$ cat src/rtl/spectrum_bar_renderer_pkg.sv
// spectrum_pkg: timing constants shared with the VGA timing generator, RGB444 colours,
// the peak-walk state type and small helper functions for the spectrum bar renderer.
package spectrum_pkg;

    localparam int ACTIVE_H = 640;
    localparam int ACTIVE_V = 480;

    localparam logic [11:0] RGB_GREEN = 12'h0F0;
    localparam logic [11:0] RGB_BLACK = 12'h000;
    localparam logic [11:0] RGB_RED   = 12'hF00;

    typedef enum logic [0:0] {
        WALK_IDLE = 1'b0,
        WALK_RUN  = 1'b1
    } walk_state_t;

    function automatic int clog2(input int value);
        int result;
        result = 0;
        while ((32'd1 << result) < value) begin
            result = result + 1;
        end
        return result;
    endfunction

    function automatic logic [15:0] clamp_mag(input logic [15:0] mag, input logic [15:0] limit);
        if (mag > limit) begin
            return limit;
        end else begin
            return mag;
        end
    endfunction

endpackage

$ cat src/rtl/spectrum_bar_renderer_if.sv
// Magnitude write/commit bus between the FFT side (master) and the bar renderer (slave).
interface spectrum_bar_renderer_if #(
    parameter int ADDR_W = 5,
    parameter int MAG_W  = 9
);
    logic              bin_wr_en;
    logic [ADDR_W-1:0] bin_wr_addr;
    logic [MAG_W-1:0]  bin_wr_data;
    logic              bin_commit;
    logic              bin_busy;

    modport master (output bin_wr_en, bin_wr_addr, bin_wr_data, bin_commit, input bin_busy);
    modport slave  (input bin_wr_en, bin_wr_addr, bin_wr_data, bin_commit, output bin_busy);
endinterface

$ cat src/rtl/spectrum_bar_renderer_col_to_bar.sv
// col_to_bar: tracks bar index and within-bar offset by counting from col==0, avoiding a divider.
module col_to_bar #(
    parameter int BAR_WIDTH = 20,
    parameter int BAR_W     = 5,
    parameter int OFF_W     = 5
) (
    input  logic             clk,
    input  logic             rst_n,
    input  logic [9:0]       col,
    output logic [BAR_W-1:0] bar_idx,
    output logic [OFF_W-1:0] offset
);
    localparam logic [OFF_W-1:0] OFF_LAST = OFF_W'(BAR_WIDTH - 1);

    logic [BAR_W-1:0] bar_idx_r;
    logic [OFF_W-1:0] offset_r;

    // Counter registers: restart at col 0, wrap the offset at the end of each bar
    always_ff @(posedge clk or negedge rst_n) begin
        if (!rst_n) begin
            bar_idx_r <= '0;
            offset_r  <= '0;
        end else if (col == 10'd0) begin
            bar_idx_r <= '0;
            offset_r  <= '0;
        end else if (offset_r == OFF_LAST) begin
            bar_idx_r <= bar_idx_r + BAR_W'(1);
            offset_r  <= '0;
        end else begin
            offset_r  <= offset_r + OFF_W'(1);
        end
    end

    assign bar_idx = bar_idx_r;
    assign offset  = offset_r;
endmodule

$ cat src/rtl/spectrum_bar_renderer.sv
// Spectrum bar renderer: double-buffered bar magnitudes drawn as RGB444 through a 2-cycle pipeline.
// Optional peak-hold markers are compiled in when PEAK_HOLD_EN is defined.
module spectrum_bar_renderer #(
    parameter int          NUM_BARS  = 32,
    parameter int          BAR_WIDTH = 20,
    parameter int          GAP_PX    = 2,
    parameter int          ACTIVE_H  = spectrum_pkg::ACTIVE_H,
    parameter int          ACTIVE_V  = spectrum_pkg::ACTIVE_V,
    parameter int          MAG_WIDTH = 9,
    parameter logic [11:0] BAR_COLOR = spectrum_pkg::RGB_GREEN,
    parameter logic [11:0] BG_COLOR  = spectrum_pkg::RGB_BLACK
) (
    input  logic                   clk,
    input  logic                   resetn,
    spectrum_bar_renderer_if.slave bin,
    input  logic [9:0]             row,
    input  logic [9:0]             col,
    input  logic                   hsync_in,
    input  logic                   vsync_in,
    input  logic                   data_enable_in,
    input  logic                   frame_pulse,
    output logic [11:0]            rgb_out,
    output logic                   hsync_out,
    output logic                   vsync_out,
    output logic                   de_out
);
    import spectrum_pkg::*;

    localparam int BAR_W = clog2(NUM_BARS);
    localparam int OFF_W = clog2(BAR_WIDTH);
    localparam int ROW_W = 10;
    localparam logic [OFF_W-1:0] LIT_W  = OFF_W'(BAR_WIDTH - GAP_PX);
    localparam logic [ROW_W-1:0] V_L    = ROW_W'(ACTIVE_V);
    localparam logic [ROW_W-1:0] H_L    = ROW_W'(ACTIVE_H);
    localparam logic [BAR_W:0]   BARS_L = (BAR_W + 1)'(NUM_BARS);

    logic [1:0]           rst_sync_r;
    logic                 rst_n_s;
    logic [MAG_WIDTH-1:0] bank_r [0:1][0:NUM_BARS-1];
    logic                 sel_r;
    logic                 busy_r;
    logic                 wr_ok_s;
    logic [MAG_WIDTH-1:0] wr_mag_s;
    logic [BAR_W-1:0]     bar_idx_s;
    logic [OFF_W-1:0]     offset_s;
    logic [ROW_W-1:0]     row_r1;
    logic                 de_r1, hs_r1, vs_r1, h_ok_r1;
    logic [MAG_WIDTH-1:0] mag_s;
    logic [ROW_W-1:0]     thr_s;
    logic                 in_bar_s, lit_s;
    logic [11:0]          color_s;

    // Reset release synchroniser; assertion remains asynchronous
    always_ff @(posedge clk or negedge resetn) begin
        if (!resetn) begin
            rst_sync_r <= 2'b00;
        end else begin
            rst_sync_r <= {rst_sync_r[0], 1'b1};
        end
    end
    assign rst_n_s = rst_sync_r[1];

    // Write qualification and height clamp
    always_comb begin
        wr_ok_s  = bin.bin_wr_en && !busy_r && ({1'b0, bin.bin_wr_addr} < BARS_L);
        wr_mag_s = MAG_WIDTH'(clamp_mag(16'(bin.bin_wr_data), 16'(ACTIVE_V)));
    end

    // Bank storage, front-bank select and commit-pending flag
    always_ff @(posedge clk or negedge rst_n_s) begin
        if (!rst_n_s) begin
            for (int b = 0; b < 2; b++) begin
                for (int i = 0; i < NUM_BARS; i++) begin
                    bank_r[b][i] <= '0;
                end
            end
            sel_r  <= 1'b0;
            busy_r <= 1'b0;
        end else begin
            if (frame_pulse && busy_r) begin
                sel_r  <= ~sel_r;
                busy_r <= 1'b0;
            end else if (bin.bin_commit) begin
                busy_r <= 1'b1;
            end
            if (wr_ok_s) begin
                bank_r[~sel_r][bin.bin_wr_addr] <= wr_mag_s;
            end
        end
    end
    assign bin.bin_busy = busy_r;

    col_to_bar #(
        .BAR_WIDTH (BAR_WIDTH),
        .BAR_W     (BAR_W),
        .OFF_W     (OFF_W)
    ) u_col_to_bar (
        .clk     (clk),
        .rst_n   (rst_n_s),
        .col     (col),
        .bar_idx (bar_idx_s),
        .offset  (offset_s)
    );

    // Stage 1: row, visibility and syncs aligned with the bar/offset counter
    always_ff @(posedge clk or negedge rst_n_s) begin
        if (!rst_n_s) begin
            row_r1  <= '0;
            de_r1   <= 1'b0;
            hs_r1   <= 1'b1;
            vs_r1   <= 1'b1;
            h_ok_r1 <= 1'b0;
        end else begin
            row_r1  <= row;
            de_r1   <= data_enable_in;
            hs_r1   <= hsync_in;
            vs_r1   <= vsync_in;
            h_ok_r1 <= (col < H_L);
        end
    end

    // Stage 2 lookup: a bar of height m lights rows ACTIVE_V-m .. ACTIVE_V-1
    always_comb begin
        mag_s    = bank_r[sel_r][bar_idx_s];
        thr_s    = V_L - ROW_W'(mag_s);
        in_bar_s = h_ok_r1 && (offset_s < LIT_W);
        lit_s    = in_bar_s && (row_r1 >= thr_s);
    end

`ifdef PEAK_HOLD_EN
    localparam logic [BAR_W-1:0] LAST_BAR = BAR_W'(NUM_BARS - 1);

    walk_state_t          walk_state_r, walk_state_s;
    logic [BAR_W-1:0]     walk_idx_r;
    logic [MAG_WIDTH-1:0] peak_r [0:NUM_BARS-1];
    logic [MAG_WIDTH-1:0] pk_s;
    logic [ROW_W-1:0]     pk_thr_s;
    logic                 mark_s;

    function automatic logic [MAG_WIDTH-1:0] peak_next(input logic [MAG_WIDTH-1:0] peak,
                                                       input logic [MAG_WIDTH-1:0] mag);
        logic [MAG_WIDTH-1:0] dec;
        if (peak == '0) begin
            dec = '0;
        end else begin
            dec = peak - MAG_WIDTH'(1);
        end
        if (dec > mag) begin
            return dec;
        end else begin
            return mag;
        end
    endfunction

    // Peak walk state register
    always_ff @(posedge clk or negedge rst_n_s) begin
        if (!rst_n_s) begin
            walk_state_r <= WALK_IDLE;
        end else begin
            walk_state_r <= walk_state_s;
        end
    end

    // Peak walk next state: frame pulses arriving mid-walk are ignored
    always_comb begin
        walk_state_s = walk_state_r;
        case (walk_state_r)
            WALK_IDLE: begin
                if (frame_pulse) walk_state_s = WALK_RUN;
                else             walk_state_s = WALK_IDLE;
            end
            WALK_RUN: begin
                if (walk_idx_r == LAST_BAR) walk_state_s = WALK_IDLE;
                else                        walk_state_s = WALK_RUN;
            end
            default: walk_state_s = WALK_IDLE;
        endcase
    end

    // Walk datapath: starts the cycle after the pulse, so it sees the post-swap front bank
    always_ff @(posedge clk or negedge rst_n_s) begin
        if (!rst_n_s) begin
            for (int i = 0; i < NUM_BARS; i++) begin
                peak_r[i] <= '0;
            end
            walk_idx_r <= '0;
        end else if (walk_state_r == WALK_RUN) begin
            peak_r[walk_idx_r] <= peak_next(peak_r[walk_idx_r], bank_r[sel_r][walk_idx_r]);
            walk_idx_r         <= walk_idx_r + BAR_W'(1);
        end else begin
            walk_idx_r <= '0;
        end
    end

    // Two-row marker at the held peak height
    always_comb begin
        pk_s     = peak_r[bar_idx_s];
        pk_thr_s = V_L - ROW_W'(pk_s);
        mark_s   = (pk_s != '0) && in_bar_s &&
                   ((row_r1 == pk_thr_s) || (row_r1 == pk_thr_s + ROW_W'(1)));
    end
`endif

    // Pixel colour selection
    always_comb begin
        color_s = BG_COLOR;
`ifdef PEAK_HOLD_EN
        if (mark_s)     color_s = RGB_RED;
        else if (lit_s) color_s = BAR_COLOR;
        else            color_s = BG_COLOR;
`else
        if (lit_s) color_s = BAR_COLOR;
        else       color_s = BG_COLOR;
`endif
    end

    // Output registers; blanking forces black
    always_ff @(posedge clk or negedge rst_n_s) begin
        if (!rst_n_s) begin
            rgb_out   <= 12'h000;
            hsync_out <= 1'b1;
            vsync_out <= 1'b1;
            de_out    <= 1'b0;
        end else begin
            rgb_out   <= de_r1 ? color_s : 12'h000;
            hsync_out <= hs_r1;
            vsync_out <= vs_r1;
            de_out    <= de_r1;
        end
    end
endmodule

$ cat src/flat_wrapper.sv
// flat-port wrapper written by rule: the top's interface ports become plain ports
module spectrum_bar_renderer_flat import spectrum_pkg::*;
#(
    parameter int          NUM_BARS  = 32,
    parameter int          BAR_WIDTH = 20,
    parameter int          GAP_PX    = 2,
    parameter int          ACTIVE_H  = spectrum_pkg::ACTIVE_H,
    parameter int          ACTIVE_V  = spectrum_pkg::ACTIVE_V,
    parameter int          MAG_WIDTH = 9,
    parameter logic [11:0] BAR_COLOR = spectrum_pkg::RGB_GREEN,
    parameter logic [11:0] BG_COLOR  = spectrum_pkg::RGB_BLACK
)
  (clk, resetn, row, col, hsync_in, vsync_in, data_enable_in, frame_pulse, rgb_out, hsync_out, vsync_out, de_out, bin_bin_wr_en, bin_bin_wr_addr, bin_bin_wr_data, bin_bin_commit, bin_bin_busy);
  spectrum_bar_renderer_if bin_i ();
  input  logic clk;
  input  logic resetn;
  input  logic [9:0] row;
  input  logic [9:0] col;
  input  logic hsync_in;
  input  logic vsync_in;
  input  logic data_enable_in;
  input  logic frame_pulse;
  output logic [11:0] rgb_out;
  output logic hsync_out;
  output logic vsync_out;
  output logic de_out;
  input wire logic [$bits(bin_i.bin_wr_en)-1:0] bin_bin_wr_en;
  input wire logic [$bits(bin_i.bin_wr_addr)-1:0] bin_bin_wr_addr;
  input wire logic [$bits(bin_i.bin_wr_data)-1:0] bin_bin_wr_data;
  input wire logic [$bits(bin_i.bin_commit)-1:0] bin_bin_commit;
  output wire logic [$bits(bin_i.bin_busy)-1:0] bin_bin_busy;
  assign bin_i.bin_wr_en = bin_bin_wr_en;
  assign bin_i.bin_wr_addr = bin_bin_wr_addr;
  assign bin_i.bin_wr_data = bin_bin_wr_data;
  assign bin_i.bin_commit = bin_bin_commit;
  assign bin_bin_busy = bin_i.bin_busy;
  spectrum_bar_renderer #(.NUM_BARS(NUM_BARS), .BAR_WIDTH(BAR_WIDTH), .GAP_PX(GAP_PX), .ACTIVE_H(ACTIVE_H), .ACTIVE_V(ACTIVE_V), .MAG_WIDTH(MAG_WIDTH), .BAR_COLOR(BAR_COLOR), .BG_COLOR(BG_COLOR)) u_core (.clk(clk), .resetn(resetn), .bin(bin_i), .row(row), .col(col), .hsync_in(hsync_in), .vsync_in(vsync_in), .data_enable_in(data_enable_in), .frame_pulse(frame_pulse), .rgb_out(rgb_out), .hsync_out(hsync_out), .vsync_out(vsync_out), .de_out(de_out));
endmodule
$ cat config.mk
export PLATFORM = sky130hd
export DESIGN_NAME = spectrum_bar_renderer_flat
export DESIGN_NICKNAME = d
export VERILOG_FILES = /design/src/rtl/spectrum_bar_renderer_pkg.sv /design/src/rtl/spectrum_bar_renderer_if.sv /design/src/rtl/spectrum_bar_renderer_col_to_bar.sv /design/src/rtl/spectrum_bar_renderer.sv /design/src/flat_wrapper.sv
export SDC_FILE = /design/constraint.sdc
export NUM_CORES = 1
export LEC_CHECK = 0
export BUFFER_PORTS_ARGS = -buffer_cell sky130_fd_sc_hd__buf_2
export CAP_MARGIN = 20
export CORE_MARGIN = 1
export CORE_UTILIZATION = 57
export DETAILED_ROUTE_END_ITERATION = 8
export HOLD_SLACK_MARGIN = 0.15
export PLACE_DENSITY = 0.76
export SLEW_MARGIN = 30
export SYNTH_ARGS = -nofsm -noshare
export SYNTH_HDL_FRONTEND = slang
export SYNTH_SLANG_ARGS = --single-unit
$ cat constraint.sdc
create_clock -name clk -period 17.7 [get_ports clk]
set_clock_uncertainty 0.05 [all_clocks]
set_input_delay 3.54 -clock clk [delete_from_list [all_inputs] [get_ports clk]]
set_output_delay 3.54 -clock clk [all_outputs]
set_load 0.01 [all_outputs]
# ---- After elaboration in Yosys (flattened, before gate mapping)
# Index checks and enable logic that the tools add are counted.
dict set report classes {
  add_sub_neg 3
  mul 0
  div_mod_pow 0
  n_lt_le_gt_ge 10
  eq_ne 1
  shifts 0
  muxes 20
  bitwise_logic 5
  n_reduce_logical 10
}
# op n
set op_table {}
lappend op_table {{$mux 288} 4}
lappend op_table {{$bwmux 576} 1}
lappend op_table {{$demux 288 s1} 1}
lappend op_table {{$bmux 9 s5} 1}
lappend op_table {{$demux 9 s5} 1}
lappend op_table {{$mux 9} 4}
lappend op_table {{$mux 5} 4}
lappend op_table {{$ge 6x6->1 const B} 2}
lappend op_table {{$mux 12} 1}
lappend op_table {{$not 5->6} 2}
lappend op_table {{$add 5x1->5 const B} 2}
lappend op_table {{$ge 10x10->1} 1}
lappend op_table {{$logic_not 10->1} 1}
lappend op_table {{$lt 10x10->1 const B} 1}
lappend op_table {{$sub 9x9->10 const A} 1}
lappend op_table {{$gt 9x9->1 const B} 1}
lappend op_table {{$mux 8} 1}
lappend op_table {{$logic_and 1x1->1} 6}
lappend op_table {{$lt 6x1->1 const B} 1}
lappend op_table {{$eq 5x5->1 const B} 1}
lappend op_table {{$lt 5x5->1 const B} 1}
lappend op_table {{$ge 2x2->1 const B} 2}
lappend op_table {{$not 1->2} 2}
lappend op_table {{$reduce_bool 2->1} 2}
lappend op_table {{4 further kinds} 5}
dict set report word_totals {
  ff_bits 619
  latchBits 0
  mem_bits_rw 0
  rom_bits 0
  input_bits 42
  elab_cells 127
  mem_count 0
}

# ---- Depth between registers and ports, before layout
# Gate-level depths: netlist of the first run.
dict set report logic_depth {
  ltp_word 12
  mapped_depth 20
}

# ---- Cells and area by module
# A second synthesis of the first run with hierarchy kept.
dict set report hier_totals {
  hier_cells 2207
  area_unflattened_um2 27314.9
}
# module n_inst cells_per_inst area_per_inst_um2 seq_area_each_um2
set by_module_without_submodules {}
lappend by_module_without_submodules {spectrum_bar_renderer 1 2159 26807.0 14969.4}
lappend by_module_without_submodules {col_to_bar 1 48 508.0 250.2}

# ---- Least setup slack after synthesis of the first run
# OpenSTA, ideal clock, no wires.
dict set report synth_timing {
  path_type {input port to flip-flop}
  startpoint {input port bin_bin_wr_addr[1]}
  endpoint {register u_core.bank_r[18] in the netlist's numbering}
  t_arrival_ns 5.224
  required_ns 17.517
  path_slack_ns 12.292
  cell_stages 7
  n_path_buf 2
  cell_sequence {or3b_2 > buf_1 > nor3b_1 > nand2_1 > clkbuf_1 > nand2_1 > o21ai_0}
}
dict set report synth_via {
  elab_chain_cells 8
  word_cells_on_any_way 9
  cone_classes {order compare: 2; mux: 5; bitwise: 1; reduce/logical: 1}
}
# element line
set synth_lines {}
lappend synth_lines {{from (decl)} flat_wrapper.sv:28} ;# input wire logic [$bits(bin_i.bin_wr_addr)-1:0] bin_bin_wr_addr;
lappend synth_lines {{$not 5->6 (*)} spectrum_bar_renderer.sv:87} ;# bank_r[~sel_r][bin.bin_wr_addr] <= wr_mag_s;
lappend synth_lines {{$ge 6x6->1 (implied by the code) / $lt 6x1->1 (equally long branches)} spectrum_bar_renderer.sv:87}
lappend synth_lines {{$logic_and 1x1->1 (implied by the code)} spectrum_bar_renderer.sv:87}
lappend synth_lines {{$mux 9 (implied by the code)} spectrum_bar_renderer.sv:87}
lappend synth_lines {{$demux 9 s5 (*)} spectrum_bar_renderer.sv:87}
lappend synth_lines {{$mux 288 (implied by the code) (*)} spectrum_bar_renderer.sv:87}
lappend synth_lines {{$demux 288 s1 (*)} spectrum_bar_renderer.sv:87}
lappend synth_lines {{$bwmux 576 (*)} spectrum_bar_renderer.sv:87}
lappend synth_lines {{to (signal, indexed assignment)} spectrum_bar_renderer.sv:87}
lappend synth_lines {{to (decl)} spectrum_bar_renderer.sv:39} ;# logic [MAG_WIDTH-1:0] bank_r [0:1][0:NUM_BARS-1];
# Mark *: on every way between the ends. The rest lies on a longest branch, timed or not.
# A chain may end at the register's enable or synchronous reset.

# ---- Worst setup path in the final report of the first run
dict set report layout_timing {
  startpoint {register u_core.u_col_to_bar.bar_idx_r[0], in the netlist u_core.u_col_to_bar.bar_idx[0]}
  endpoint {register u_core.rgb_out[6]}
}
dict set report layout_via {
  elab_chain_cells 9
}
# element line
set layout_lines {}
lappend layout_lines {{from (decl)} spectrum_bar_renderer_col_to_bar.sv:15} ;# logic [BAR_W-1:0] bar_idx_r;
lappend layout_lines {{from (signal assigned)} spectrum_bar_renderer_col_to_bar.sv:27} ;# bar_idx_r <= bar_idx_r + BAR_W'(1);
lappend layout_lines {{$not 5->6 (implied by the code)} spectrum_bar_renderer.sv:124} ;# mag_s = bank_r[sel_r][bar_idx_s];
lappend layout_lines {{$bmux 9 s5} spectrum_bar_renderer.sv:124}
lappend layout_lines {{$mux 9 (implied by the code) (2 in series)} spectrum_bar_renderer.sv:124}
lappend layout_lines {{$sub 9x9->10} spectrum_bar_renderer.sv:125} ;# thr_s = V_L - ROW_W'(mag_s);
lappend layout_lines {{$ge 10x10->1} spectrum_bar_renderer.sv:127} ;# lit_s = in_bar_s && (row_r1 >= thr_s);
lappend layout_lines {{$logic_and 1x1->1} spectrum_bar_renderer.sv:127}
lappend layout_lines {{$mux 8} spectrum_bar_renderer.sv:212} ;# if (lit_s) color_s = BAR_COLOR;
lappend layout_lines {{$mux 12} spectrum_bar_renderer.sv:225} ;# rgb_out <= de_r1 ? color_s : 12'h000;
lappend layout_lines {{to (signal assigned)} spectrum_bar_renderer.sv:225}
lappend layout_lines {{to (decl)} spectrum_bar_renderer.sv:22} ;# output logic [11:0] rgb_out,
# No other way between the ends. The select of a mux whose other input is x is not followed.

==> results of run 1 <==
synth_stat cells, drive strengths merged (2+ instances only):
cell type / n / area, um^2
dfrtp: 604 / 15100
nand2: 414 / 1550
o21ai: 324 / 1620
mux2: 262 / 2950
clkbuf: 140 / 526
mux4: 132 / 2980
buf: 52 / 395
mux2i: 48 / 480
nor2: 31 / 116
a22oi: 14 / 105
a21oi: 13 / 65.1
ha: 13 / 163
nor3: 11 / 55.1
o221ai: 11 / 96.3
o22ai: 10 / 62.6
inv: 9 / 33.8
nor3b: 9 / 77.6
xnor2: 9 / 78.8
a21o: 8 / 60.1
nand2b: 8 / 50.1
a221oi: 6 / 58.8
nand3: 6 / 30.0
a211o: 5 / 43.8
and2: 5 / 31.3
and3: 5 / 31.3
o21a: 5 / 37.5
a211oi: 4 / 30.0
a22o: 4 / 35.0
dfstp: 4 / 105
nor4: 4 / 31.3
xor2: 4 / 35.0
nor2b: 3 / 18.8
o211ai: 3 / 22.5
o31ai: 3 / 22.5
or4: 3 / 22.5
a31oi: 2 / 12.5
and3b: 2 / 17.5
conb: 2 / 7.51
nand3b: 2 / 15.0
nand4: 2 / 12.5
o311ai: 2 / 17.5
or2: 2 / 12.5
or3b: 2 / 17.5
per-layer routing:
| layer | up-vias | track usage | share of wire |
|---|---|---|---|
| met1 | 9235 | 0.404 | 0.42 |
| met5 | - | 0 | 0 |
| met2 | 637 | 0.450 | 0.48 |
| met3 | 135 | 0.0566 | 0.074 |
| met4 | 0 | 0.102 | 0.033 |
| li1 | 7764 | - | - |
critical path, cell delays in order, from the launching register on:
cell      delay [ns]
dfrtp_4         0.78
buf_4           0.72
buf_4           0.70
nand2_1         0.36
o21a_1          0.27
a21oi_1         0.31
nor4_1          0.10
a211oi_1        0.67
nor2_1          0.16
xor2_1          0.34
ha_1            0.30
a21o_1          0.15
a21o_1          0.18
a21oi_1         0.15
o21a_1          0.15
o21ai_0         0.09
sequential cells by signal (all words and copies together), names as in the netlist, 2 cells and up:
signal	cells
u_core.u_col_to_bar.offset	5
u_core.u_col_to_bar.bar_idx	5
u_core.bank_r	576
u_core.row_r1	10
u_core.rst_sync_r	2
placed cells by master (no fill, tap or decap), types with 4 or more instances in the layout:
cell type  synthesis  routed
mux4_2           130     130
o22ai_1           10      10
a22oi_1           14      14
mux2i_1           48      48
xor2_1             4       4
nor3_1            11       8
dfrtp_1          604     601
and3_1             5       5
nor3b_1            7       5
o221ai_1          11      11
dfstp_2            4       4
nand3_1            6       6
clkbuf_16          0      60
nand2_1          414     409
o21a_1             5       5
o21ai_1            7       7
a22o_1             4       4
inv_1              8       8
a221oi_1           5       5
clkbuf_8           0      15
and2_1             4       4
a21o_1             8       8
a211o_1            5       5
clkinv_2           0      12
xnor2_1            9       9
mux2_2           262     262
o21ai_0          317     317
nor2_1            31      31
conb_1             2       9
nand2_2            0       5
nand2b_1           8       8
a211oi_1           4       4
buf_4             15      29
a21oi_1           13      13
ha_1              13      13
buf_2             18      49
clkbuf_1         140      17
worst paths after layout:
| kind | to | cells after the start | slack [ns] | start |
|---|---|---|---|---|
| worst min-delay path | u_core.bin.bin_busy | 0 | 0.24 | u_core.rst_sync_r[1] |
| worst max register to register | u_core.rgb_out[6] | 15 | 12.01 | u_core.u_col_to_bar.bar_idx[0] |
| max in group asynchronous | u_core.rst_sync_r[1] | 1 | 14.85 | resetn |
| worst min register to register | u_core.bin.bin_busy | 0 | 0.24 | u_core.rst_sync_r[1] |
| worst max-delay path | u_core.rgb_out[6] | 15 | 12.01 | u_core.u_col_to_bar.bar_idx[0] |
| min in group clk | u_core.vsync_out | 0 | 0.30 | u_core.vs_r1 |
final cells by class:
| cell class | count | share of cell area |
|---|---|---|
| tap | 607 | 0.0255 |
| multi-input combinational | 1402 | 0.376 |
| clock buffer | 92 | 0.0596 |
| timing repair buffer | 85 | 0.0204 |
| sequential | 608 | 0.512 |
| clock inverter | 17 | 0.00555 |
| inverter | 9 | 0.00114 |
metrics by stage:
step	instances	util	power [uW]
after floorplan	2211	-	2680
after global placement	2708	0.591	2990
after detailed placement	2710	0.592	3050
after CTS	2819	0.634	4300
after global routing	2820	0.635	4470
final	2820	0.635	4290
cells by family (layout without fill, tap and decap cells):
kind of cell / count (synthesis) / in the layout / share of synthesized area
AO/OA/AOI/OAI: 415 / 415 / 0.0843
multiplexers: 442 / 442 / 0.235
XOR/XNOR: 13 / 13 / 0.00418
buffers and inverters: 201 / 203 / 0.0350
AND/OR/NAND/NOR: 510 / 510 / 0.0771
flip-flops: 608 / 608 / 0.558
other: 2 / 9 / 0.000275
adder cells (fa/ha/maj): 13 / 13 / 0.00596
where the power goes:
group          switching [uW]  internal, uW
Sequential                174          1620
Clock                     537           716
Combinational             699           550
==> summary.md, run 1 <==
| Metric | Value |
|---|---|
| Outcome | `finished with violations` |
| Failing checks | `DRC` |
| CP Max Fanout | `48` |
| Synthesized flop and latch total | `608` |
| Number of antenna-violating nets in the routed design | `0` |
| Design area | `29700 um^2` |
| Synth unique cells | `59` |
| Root buf cell | `clkbuf_16` |
| Post-synth EDFFs | `0` |
| Final period util | `0.321` |
| Share of cells above drive strength 1 | `0.268` |
| Avg Inst Size Synth | `12.4 um^2` |
| Drt wl/cell | `23.8 um` |
| CTS H-Tree Depth | `2` |
| TritonCTS buffer count | `60` |
| Largest net degree at the start of global routing | `178` |
| Clock Latency Late Sink | `0.63 ns` |
| Fin. Hold Viols | `0` |
| Cts repair resizes | `0` |
| GPL Wtd Cong | `0.864` |
| Worst slew pin tran | `0.960 ns` |
| Core area | `46900 um^2` |
| Unrepaired setup endpoints after global routing | `false` |
| # fillers | `3489` |
| Sequential area share after synthesis | `0.558` |
| DR DRC count | `4` |
| Starting Density | `0.582` |
| Post-Route WL | `67200 um` |
| CTS tree | `built` |
| Diode count | `0` |
| Pwr dens | `144 nW/um^2` |
| Highest clock rate | `176 MHz` |
| Placement Cell Area | `27800 um^2` |
| Fin crit period | `5.69 ns` |
| VDD IR-drop max | `0.0906 mV` |
| Die area | `48700 um^2` |
| Clk slew on worst S/H paths | `0.06 ns` |
| Mapped cell area | `27300 um^2` |
| Num ports | `58` |
| Critical Path Sink Type | `flip-flop` |
| Footprint of the multi-input gates | `11200 um^2` |
| CTS max path bufs | `3` |
| First drt pass iteration count | `9` |
| Lkg Pwr | `0.0138 uW` |
| Clock sink total | `608` |
| GRT Total Usage | `0.287` |
| PortBufs | `49` |
| Final nets | `2221` |
| Final setup margin | `12.01 ns` |
| Area grow syn2layout | `9.04%` |
| Final hold slack | `0.244 ns` |
| Final Max Tran Viols | `0` |
| Vias | `17800` |
| Startpoint Class | `flip-flop` |
| Async SR Flop Fraction | `1.00` |
| DRT iter0 DRCs | `1759` |
| Worst hold path type | `reg -> async` |
| Predominant post-synthesis flop cell | `dfrtp_1` |
| FP Rows | `79` |
| Data required, critical path | `18.16 ns` |
| Setup WS pre-CTS | `11.73 ns` |
| YS warnings | `0` |
| Kind of critical path | `reg -> reg` |
| Number of max-cap violations | `0` |
| DR vias/cell | `6.30` |
| Die Wd | `221 um` |
| Rel. slew slack | `0.360` |
| Global-route wire length before repair | `105000 um` |
| Setup bufs post-CTS | `0` |
| Reg area | `15200 um^2` |
| Post-synthesis cell count | `2204` |
| Setup Viol. Count Final | `0` |
| Initial antenna violation count | `0` |
| Crit path DAT | `6.15 ns` |
| Setup TNS | `0 ns` |
| Vias in the first global route | `17800` |
| HPWL Detailed | `41100 um` |
| Grt ovf | `0` |
| Die height | `221 um` |
| Post-CTS Hold Fix Bufs | `0` |
Power figures use the tool's default switching activity.
==> run 2, diff against run 1 <==
--- a/config.mk
+++ b/config.mk
@@ -5,6 +5,7 @@
 export SDC_FILE = /design/constraint.sdc
 export NUM_CORES = 1
 export LEC_CHECK = 0
+export ABC_AREA = 1
 export BUFFER_PORTS_ARGS = -buffer_cell sky130_fd_sc_hd__buf_2
 export CAP_MARGIN = 20
 export CORE_MARGIN = 1
==> constraint.sdc (replaced) <==
create_clock -name clk -period 5.05 [get_ports clk]
set_clock_uncertainty 0.05 [all_clocks]
set_input_delay 1.01 -clock clk [delete_from_list [all_inputs] [get_ports clk]]
set_output_delay 1.01 -clock clk [all_outputs]
set_load 0.01 [all_outputs]
==> run 2 against run 1 <==
Compared with the run above: critical path type unchanged; critical path depth is 11 higher; the run now ends clean; clock power increased to 3.8 times the previous value; largest power group unchanged; sequential power rose to 3.4 times the previous value.
==> summary.md, run 2 <==
| Metric | Value |
|---|---|
| Outcome | `finished, final reports clean` |
| Final period util | `0.854` |
| Post-Route WL | `78100 um` |
| Sequential area share after synthesis | `0.533` |
| Synth unique cells | `42` |
| Clock Latency Late Sink | `0.64 ns` |
| Global-route wire length before repair | `126000 um` |
| Rel. slew slack | `0.397` |
| Clk slew on worst S/H paths | `0.06 ns` |
| Setup Viol. Count Final | `0` |
| Top reg by flops | `u_core.bank_r` |
| Avg Inst Size Synth | `8.15 um^2` |
| Critical Path Sink Type | `flip-flop` |
| HPWL Detailed | `47700 um` |
| Post-synth EDFFs | `0` |
| Starting Density | `0.581` |
| Setup WS pre-CTS | `1.02 ns` |
| Commonest non-fill, non-tap cell in the layout | `nand2_1` |
| Core area | `49200 um^2` |
| Finished Core Util | `0.627` |
| Num ports | `58` |
| Max FFs per register | `576` |
| Number of max-cap violations | `0` |
| Final Max Tran Viols | `0` |
| Final setup margin | `0.736 ns` |
| VDD IR-drop max | `0.407 mV` |
| Share of cells above drive strength 1 | `0.0834` |
| CTS H-Tree Depth | `2` |
| Data required, critical path | `5.59 ns` |
| Reg area | `15200 um^2` |
| Cts repair resizes | `0` |
| CTS tree | `built` |
| Most frequent cells after synthesis | `nand2_1, o21ai_0, dfrtp_1` |
| GPL Wtd Cong | `0.954` |
| Area grow syn2layout | `7.91%` |
| Placement Cell Area | `28700 um^2` |
| First drt pass iteration count | `6` |
| Final nets | `3467` |
| Footprint of the multi-input gates | `11600 um^2` |
| Initial antenna violation count | `3` |
| Cell with the most instances after synthesis | `nand2_1` |
| DR vias/cell | `5.88` |
| Mapped cell area | `28500 um^2` |
| Synthesized flop and latch total | `608` |
| Design area | `30800 um^2` |
| Fin crit period | `4.31 ns` |
| Highest clock rate | `232 MHz` |
| Die area | `51000 um^2` |
| FP Rows | `81` |
| Pwr dens | `544 nW/um^2` |
| DR DRC count | `0` |
| Lkg Pwr | `0.0145 uW` |
| Post-synthesis cell count | `3504` |
| Die Wd | `226 um` |
| Number of antenna-violating nets in the routed design | `0` |
| Root buf cell | `clkbuf_16` |
| Fin. Hold Viols | `0` |
| Predominant post-synthesis flop cell | `dfrtp_1` |
| Kind of critical path | `reg -> reg` |
| CTS max path bufs | `3` |
| CP most frequent cell | `nand2_1` |
| Synth top area cells | `dfrtp_1, nand2_1, o21ai_0, nor2_1, nand3_1` |
| Vias | `24300` |
| Top cell type's share of synthesized area | `0.529` |
| TritonCTS buffer count | `61` |
| Largest net degree at the start of global routing | `163` |
| Grt ovf | `0` |
| DRT iter0 DRCs | `2936` |
| Slowest-stage cell, CP | `dfrtp_4` |
| Startpoint Class | `flip-flop` |
| Crit path DAT | `4.85 ns` |
| # fillers | `4146` |
| Slowest stage delay, CP | `0.68 ns` |
| Async SR Flop Fraction | `1.00` |
| Die height | `226 um` |
| Biggest regs | `u_core.bank_r: 576 flops, u_core.row_r1: 10 flops` |
| Unrepaired setup endpoints after global routing | `false` |
| YS warnings | `0` |
| Clock sink total | `608` |
| Commonest cells after routing, fill and taps aside | `nand2_1, o21ai_0, dfrtp_1` |
| Worst hold path type | `reg -> reg` |
| Worst slew pin tran | `0.905 ns` |
| Drt wl/cell | `18.9 um` |
| Vias in the first global route | `23300` |
| PortBufs | `49` |
| CP Max Fanout | `53` |
| Final hold slack | `0.300 ns` |
| Post-synth top area cell | `dfrtp_1` |
| GRT Total Usage | `0.313` |
==> run 2: worst paths after layout <==
check	cells past startpoint	startpoint	slack, ns	end
max	26	u_core.sel_r	0.74	u_core.rgb_out[6]
max in group asynchronous	1	u_core.rst_sync_r[1]	3.25	u_core.bank_r[438]
min	0	u_core.rst_sync_r[0]	0.30	u_core.rst_sync_r[1]
max reg2reg	26	u_core.sel_r	0.74	u_core.rgb_out[6]
min reg2reg	0	u_core.rst_sync_r[0]	0.30	u_core.rst_sync_r[1]
min in group asynchronous	0	u_core.rst_sync_r[1]	0.38	u_core.bank_r[336]
==> run 2: area by class of cell <==
class                           count  share of cell area
Antenna cell                        1           0.0000812
Inverter                           79             0.00995
Sequential cell                   608               0.494
Tap cell                          664              0.0270
Clock buffer                       92              0.0579
Clock inverter                     24             0.00975
Timing Repair Buffer               94              0.0247
Multi-Input combinational cell   2568               0.376
==> run 2: logic make-up after synthesis <==
logic type               share of synthesized area
buffers and inverters                       0.0620
flip-flops                                   0.533
adder cells (fa/ha/maj)                    0.00570
other                                     0.000263
XOR/XNOR                                   0.00215
AO/OA/AOI/OAI                                0.149
AND/OR/NAND/NOR                              0.247
==> run 2: critical path: cells and delay by family, from the launching register on <==
family	cells	cell delay (ns)
flops	1	0.68
fa+ha+maj	2	0.49
simple gates	16	1.61
compound gates	3	0.37
buf+inv	5	0.99
==> run 2: through the flow <==
stage               total power (uW)  TNS, ns  std cells
floorplan                      10500  -537.19       3511
global placement               11700        0       4012
detailed placement             11900        0       4012
CTS                            16600        0       4129
global route                   17700        0       4130
finish                         16800        0       4130
==> run 2: where the power goes <==
group,switching (uW),internal [uW],total (uW)
Sequential,491,5610,6100
Clock,1970,2750,4710
Combinational,4070,1860,5930
==> run 2: routing by layer <==
metal	GRT usage	up-vias	wire (um)
met1	0.430	11800	32500
met2	0.493	1033	36100
met3	0.0548	199	6640
li1	-	11200	-
met4	0.131	4	2820
met5	0	-	33
==> run 2: timing repair <==
| item | 4_1_cts | 5_1_grt |
|---|---|---|
| hold buffers | 1 | 0 |
| endpoints found under the hold margin | 2 | 0 |
| buffers inserted | 0 | 0 |
